$ cat src/rtl/rapid_pkg.sv
// rapid_pkg: shared memory-op types, RV32 load/store size codes and bus defaults
package rapid_pkg;
  localparam int RAPID_XLEN = 32;
  localparam int DMEM_ACK_TIMEOUT = 255;
  typedef enum logic [1:0] {
    MEM_NONE  = 2'd0,
    MEM_LOAD  = 2'd1,
    MEM_STORE = 2'd2
  } mem_op_e;
  localparam logic [2:0] F3_LB  = 3'b000;
  localparam logic [2:0] F3_LH  = 3'b001;
  localparam logic [2:0] F3_LW  = 3'b010;
  localparam logic [2:0] F3_LBU = 3'b100;
  localparam logic [2:0] F3_LHU = 3'b101;
  localparam logic [2:0] F3_SB  = 3'b000;
  localparam logic [2:0] F3_SH  = 3'b001;
  localparam logic [2:0] F3_SW  = 3'b010;
  function automatic logic is_misaligned(input logic [2:0] funct3, input logic [1:0] addr);
    return funct3[1] ? (addr != 2'b00) : (funct3[0] & addr[0]);
  endfunction
endpackage

$ cat src/rtl/load_data_align.sv
// load_data_align: picks the addressed byte/half of a load word and sign/zero extends it
module load_data_align
  import rapid_pkg::*;
#(
  parameter int XLEN = RAPID_XLEN
) (
  input  logic [XLEN-1:0] i_rdata,
  input  logic [1:0]      i_addr,
  input  logic [2:0]      i_funct3,
  output logic [XLEN-1:0] o_data
);
  logic [7:0]  b;
  logic [15:0] h;
  // lane select by address, then extend according to size and signedness
  always_comb begin
    b = i_rdata[{i_addr, 3'b000} +: 8];
    h = i_rdata[{i_addr[1], 4'b0000} +: 16];
    o_data = (i_funct3 == F3_LB)  ? {{(XLEN-8){b[7]}}, b} :
             (i_funct3 == F3_LBU) ? {{(XLEN-8){1'b0}}, b} :
             (i_funct3 == F3_LH)  ? {{(XLEN-16){h[15]}}, h} :
             (i_funct3 == F3_LHU) ? {{(XLEN-16){1'b0}}, h} : i_rdata;
  end
endmodule

$ cat src/rtl/mem_writeback_stage.sv
// mem_writeback_stage: runs load/store bus transactions and drives the register-file write port
module mem_writeback_stage
  import rapid_pkg::*;
#(
  parameter int XLEN        = RAPID_XLEN,
  parameter int ACK_TIMEOUT = DMEM_ACK_TIMEOUT
) (
  input  logic            i_clk,
  input  logic            i_reset_n,
  input  logic            i_valid,
  output logic            o_ready,
  input  logic [1:0]      i_op,
  input  logic [2:0]      i_funct3,
  input  logic [4:0]      i_rd,
  input  logic [XLEN-1:0] i_alu_result,
  input  logic [XLEN-1:0] i_store_data,
  output logic            o_dmem_req,
  output logic            o_dmem_we,
  output logic [XLEN-1:0] o_dmem_addr,
  output logic [XLEN-1:0] o_dmem_wdata,
  output logic [3:0]      o_dmem_be,
  input  logic            i_dmem_ack,
  input  logic [XLEN-1:0] i_dmem_rdata,
  output logic [4:0]      o_rd,
  output logic [XLEN-1:0] o_rd_data,
  output logic            o_misaligned,
  output logic            o_bus_error
);
  localparam int CW = $clog2(ACK_TIMEOUT + 1);
  localparam logic [CW-1:0] CNT_LAST = CW'(ACK_TIMEOUT - 1);
  typedef enum logic {IDLE, WAIT_ACK} state_e;
  state_e          state_q, state_d;
  logic [CW-1:0]   cnt_q, cnt_d;
  logic            we_q, we_d;
  logic [XLEN-1:0] addr_q, addr_d;
  logic [XLEN-1:0] wdata_q, wdata_d;
  logic [3:0]      be_q, be_d;
  logic [2:0]      funct3_q, funct3_d;
  logic [4:0]      pend_rd_q, pend_rd_d;
  logic [4:0]      wb_rd_q, wb_rd_d;
  logic [XLEN-1:0] wb_data_q, wb_data_d;
  logic            mis_q, mis_d;
  logic            berr_q, berr_d;
  logic [3:0]      be_new;
  logic [XLEN-1:0] wdata_new;
  logic [XLEN-1:0] load_data;
  logic            is_mem;
  load_data_align #(.XLEN(XLEN)) u_align (
    .i_rdata  (i_dmem_rdata),
    .i_addr   (addr_q[1:0]),
    .i_funct3 (funct3_q),
    .o_data   (load_data)
  );
  // byte enables and lane-replicated store data for the op being offered
  always_comb begin
    is_mem = (i_op == MEM_LOAD) || (i_op == MEM_STORE);
    be_new = (i_funct3[1:0] == F3_SB[1:0]) ? 4'b0001 << i_alu_result[1:0] :
             (i_funct3[1:0] == F3_SH[1:0]) ? (i_alu_result[1] ? 4'b1100 : 4'b0011) : 4'b1111;
    wdata_new = (i_funct3[1:0] == F3_SB[1:0]) ? {4{i_store_data[7:0]}} :
                (i_funct3[1:0] == F3_SW[1:0]) ? i_store_data : {2{i_store_data[15:0]}};
  end
  // FSM next state, request latching, ack timeout and writeback selection
  always_comb begin
    state_d   = state_q;
    cnt_d     = cnt_q;
    we_d      = we_q;
    addr_d    = addr_q;
    wdata_d   = wdata_q;
    be_d      = be_q;
    funct3_d  = funct3_q;
    pend_rd_d = pend_rd_q;
    wb_rd_d   = '0;
    wb_data_d = wb_data_q;
    mis_d     = 1'b0;
    berr_d    = 1'b0;
    if (state_q == IDLE) begin
      if (i_valid && !is_mem) begin
        wb_rd_d   = i_rd;
        wb_data_d = i_alu_result;
      end else if (i_valid && is_misaligned(i_funct3, i_alu_result[1:0])) begin
        mis_d = 1'b1;
      end else if (i_valid) begin
        state_d   = WAIT_ACK;
        cnt_d     = '0;
        we_d      = (i_op == MEM_STORE);
        addr_d    = i_alu_result;
        wdata_d   = wdata_new;
        be_d      = be_new;
        funct3_d  = i_funct3;
        pend_rd_d = i_rd;
      end
    end else if (i_dmem_ack) begin
      state_d   = IDLE;
      wb_rd_d   = we_q ? 5'd0 : pend_rd_q;
      wb_data_d = we_q ? wb_data_q : load_data;
    end else if (cnt_q == CNT_LAST) begin
      state_d = IDLE;
      berr_d  = 1'b1;
    end else begin
      cnt_d = cnt_q + 1'b1;
    end
  end
  // state and output registers; reset drops any outstanding request at once
  always_ff @(posedge i_clk or negedge i_reset_n) begin
    if (!i_reset_n) begin
      state_q   <= IDLE;
      cnt_q     <= '0;
      we_q      <= 1'b0;
      addr_q    <= '0;
      wdata_q   <= '0;
      be_q      <= '0;
      funct3_q  <= '0;
      pend_rd_q <= '0;
      wb_rd_q   <= '0;
      wb_data_q <= '0;
      mis_q     <= 1'b0;
      berr_q    <= 1'b0;
    end else begin
      state_q   <= state_d;
      cnt_q     <= cnt_d;
      we_q      <= we_d;
      addr_q    <= addr_d;
      wdata_q   <= wdata_d;
      be_q      <= be_d;
      funct3_q  <= funct3_d;
      pend_rd_q <= pend_rd_d;
      wb_rd_q   <= wb_rd_d;
      wb_data_q <= wb_data_d;
      mis_q     <= mis_d;
      berr_q    <= berr_d;
    end
  end
  assign o_ready      = (state_q == IDLE);
  assign o_dmem_req   = (state_q == WAIT_ACK);
  assign o_dmem_we    = we_q;
  assign o_dmem_addr  = {addr_q[XLEN-1:2], 2'b00};
  assign o_dmem_wdata = wdata_q;
  assign o_dmem_be    = be_q;
  assign o_rd         = wb_rd_q;
  assign o_rd_data    = wb_data_q;
  assign o_misaligned = mis_q;
  assign o_bus_error  = berr_q;
endmodule

$ cat config.mk
export PLATFORM = sky130hd
export DESIGN_NAME = mem_writeback_stage
export DESIGN_NICKNAME = d
export VERILOG_FILES = /design/src/rtl/rapid_pkg.sv /design/src/rtl/load_data_align.sv /design/src/rtl/mem_writeback_stage.sv
export SDC_FILE = /design/constraint.sdc
export NUM_CORES = 1
export LEC_CHECK = 0
export CAP_MARGIN = 5
export CORE_ASPECT_RATIO = 1.4
export CORE_MARGIN = 2
export CORE_UTILIZATION = 47
export CTS_CLUSTER_SIZE = 20
export DETAILED_ROUTE_END_ITERATION = 12
export PLACE_DENSITY = 0.82
export SYNTH_ARGS = -nofsm -noshare
export SYNTH_HDL_FRONTEND = slang
export SYNTH_HIERARCHICAL = 1
export SYNTH_SLANG_ARGS = --single-unit
$ cat constraint.sdc
create_clock -name i_clk -period 2.6 [get_ports i_clk]
set_input_delay 0.52 -clock i_clk [delete_from_list [all_inputs] [get_ports i_clk]]
set_output_delay 0.52 -clock i_clk [all_outputs]
set_load 0.01 [all_outputs]
==> out/metrics.cfg, run 1 <==
[pwr]
p_total_w=0.008302
p_switching_w=0.002775
ir_drop_mv=0.5767
power.share.clock_pct=29.2
internal_power_w=0.005527
swShare_pct=33.42
leakage_nw=4.192
powerDensity_nw_per_um2=880.8
p_comb_share_pct=35.9
p_seq_share_pct=34.9

[cells_and_area]
final_util_pct=67.76
syn_to_final_growth_pct=41.23
drive_above_1_share_pct=9.041
seq_area_um2=3129
final_common_cell=clkdlybuf4s50_1
multiInputGateArea_um2=3048
antenna_cells_inserted=0
mostFrequentLayoutCells=clkdlybuf4s50_1 (216), nand2_1 (199), dfrtp_1 (124)
nFillCells=1130
fin_nets=1018

[worst_setup_path]
cp_max_fo=5
worst_setup_path_end_kind=flip-flop
crit_start=i_op[0]
cp.required_ns=2.90
rr_endpoint=o_rd_data[8]
r2r_setup_slack_ns=0.52
crit_path_start_kind=input pin
rr_worst_depth=6
arrival_ns=2.65
crit_type=in -> reg
r2r_start=addr_q[1]

[sta]
maxSlewViolCount=0
hold_viol=0
hold_slack_ns=0.1218
setup_tns_ns=0
fmax_mhz=425.7
post-route-period-util_pct=90.34
worst_slack_ns=0.2512
worstMarginPinSlew_ns=0.7731
setup_viol=0
skew_ns=0.006839
rsz0062_at_grt=false
slew_headroom_pct=48.46
period_needed_ns=2.349

[global_route]
grt_pass1_wl_um=32330
grt.total_usage_pct=26.79
first_global_vias=6157
grt_max_degree=102
gr-total-overflow=0
antenna_found_initial=0

[detailed_routing]
post_drt_wl_per_cell_um=17.85
drt_iter0_markers=272
dr_total_vias=5946
dr.pass1.iters=5
via_per_inst=5.391
antenna_left=0
drc=0
finalWirelength_um=19690

[floorplan]
std_cell_rows=51
start_util_pct=47.98
ios=220
die_w_um=104.7
die_y_um=145.0
core-area_um2=13910
die_area_um2=15180

[place]
numPortBuffers=217
place.gp.congestion=0.8765
dp_hpwl_um=14130
dp_slack_ns=-0.1535

[cts]
cts.sinks=125
clkLatencyLatePin_ns=0.42
cts_tree=yes
cts_root_buf=clkbuf_16
post_cts_buffers=0
cts_resized=0
cts_hold_buf=0
clk_pin_slew_ns=0.06
h-tree-depth=4
clock_path_buffers=2
cts_buffers=17

[logic_synthesis]
synth_cells=736
yosysWarningCount=6
ys_ff_latch=125
synth_cell_types=50
avgSynthCellArea_um2=9.068
syn-cell-area_um2=6674
ys_seq_area_share_pct=46.87

[run_status]
status=completed

[run]
max_cap_violations=0

[worst_hold_path]
min_path_type=in -> async

-- power groups by stage --
stage | sequential [W] | combinational [W] | clock [W]
floorplan | 0.00294 | 0.00154 | 0
global placement | 0.00290 | 0.00291 | 0
detailed placement | 0.00292 | 0.00298 | 0
CTS | 0.00290 | 0.00300 | 0.00245
global route | 0.00298 | 0.00324 | 0.00255
finish | 0.00290 | 0.00298 | 0.00242
-- flip-flops by register name (all words and copies together) (netlist names), 3 cells and up --
signal,count
addr_q,32
cnt_q,8
funct3_q,3
o_dmem_be,4
o_dmem_wdata,32
o_rd,5
o_rd_data,32
pend_rd_q,5
-- Yosys cell counts, drive strengths merged --
master	n	area, um^2
and4	1	8.760
nor2	50	187.7
clkbuf	40	150.1
a41o	1	10.01
a211o	2	17.52
mux4	1	22.52
or3b	2	17.52
ha	3	37.54
nand4	1	6.260
nor3	2	10.01
a21oi	40	200.2
or4	1	7.510
or2	2	12.52
buf	52	355.3
a31oi	9	56.30
o31ai	2	15.01
a22o	15	131.4
mux2i	59	590.6
a22oi	2	15.01
o41ai	1	8.760
nor3b	2	20.02
dfrtp	125	3128
o21ai	30	150.1
nand2	199	747.0
a221o	16	160.2
conb	1	3.750
nand2b	1	6.260
nor2b	2	12.51
a41oi	1	16.27
or4b	7	70.07
nand3	29	195.2
a221oi	1	15.01
nor4	1	6.260
o211ai	1	7.510
nand3b	9	67.56
and3	2	12.51
and3b	2	17.52
inv	5	18.77
and2	1	6.260
o2bb2ai	2	17.52
a21o	1	7.510
xnor2	3	26.28
mux2	9	101.4
-- worst max path at each step --
stage / end / slack (ns) / cells after the start
after floorplan: cnt_q[4] / 0.26 / 8
after detailed placement: cnt_q[5] / -0.15 / 8
after global routing: cnt_q[5] / 0.15 / 8
after global placement: cnt_q[3] / -0.11 / 8
after CTS: cnt_q[5] / 0.26 / 8
final: cnt_q[5] / 0.25 / 8
-- worst max-delay path, cell delays in order --
cell and delay, ns:
clkdlybuf4s50_1 0.46, inv_1 0.04, ha_1 0.29, or3b_1 0.43
buf_4 0.18, a221oi_4 0.32, o21ai_0 0.17, a22o_1 0.25
-- layer usage --
| metal | up-vias | track usage (%) | part of all wire, % |
|---|---|---|---|
| met5 | - | 0 | 0 |
| met1 | 2856 | 31.22 | 38 |
| met3 | 45 | 6.604 | 6.1 |
| met2 | 220 | 46.11 | 52 |
| met4 | 0 | 12.53 | 4.0 |
| li1 | 2825 | - | - |
-- through the flow --
stage	cells	area [um^2]
floorplan	737	6678
global placement	1071	8827
CTS	1103	9425
global route	1103	9425
finish	1103	9425
detailed placement	1071	8827
-- cell families (layout without fill, tap and decap cells) --
kind of cell	Yosys count	count (layout)	share of synthesized area (%)
AND/OR/NAND/NOR	314	314	21.15
flip-flops	125	125	46.87
AO/OA/AOI/OAI	124	124	12.41
buffers and inverters	97	278	7.855
multiplexers	69	69	10.70
adder cells (fa/ha/maj)	3	3	0.5625
XOR/XNOR	3	3	0.3938
other	1	2	0.05619
-- area by class of cell --
| type | instances | area share (%) |
|---|---|---|
| Sequential cell | 125 | 33.20 |
| Clock inverter | 15 | 1.832 |
| Clock buffer | 17 | 4.513 |
| Tap cell | 185 | 2.456 |
| Inverter | 5 | 0.1991 |
| Timing Repair Buffer | 241 | 25.46 |
| Multi-Input combinational cell | 515 | 32.34 |
No activity file was read; power rests on OpenSTA's default activity.
==> run 2, diff against run 1 <==
--- a/config.mk
+++ b/config.mk
@@ -12,6 +12,7 @@
 export CTS_CLUSTER_SIZE = 20
 export DETAILED_ROUTE_END_ITERATION = 12
 export PLACE_DENSITY = 0.82
+export SKIP_LAST_GASP = 1
 export SYNTH_ARGS = -nofsm -noshare
 export SYNTH_HDL_FRONTEND = slang
 export SYNTH_HIERARCHICAL = 1
==> results of run 2 <==
Final layout, timing and power as in run 1 (identical DEF).
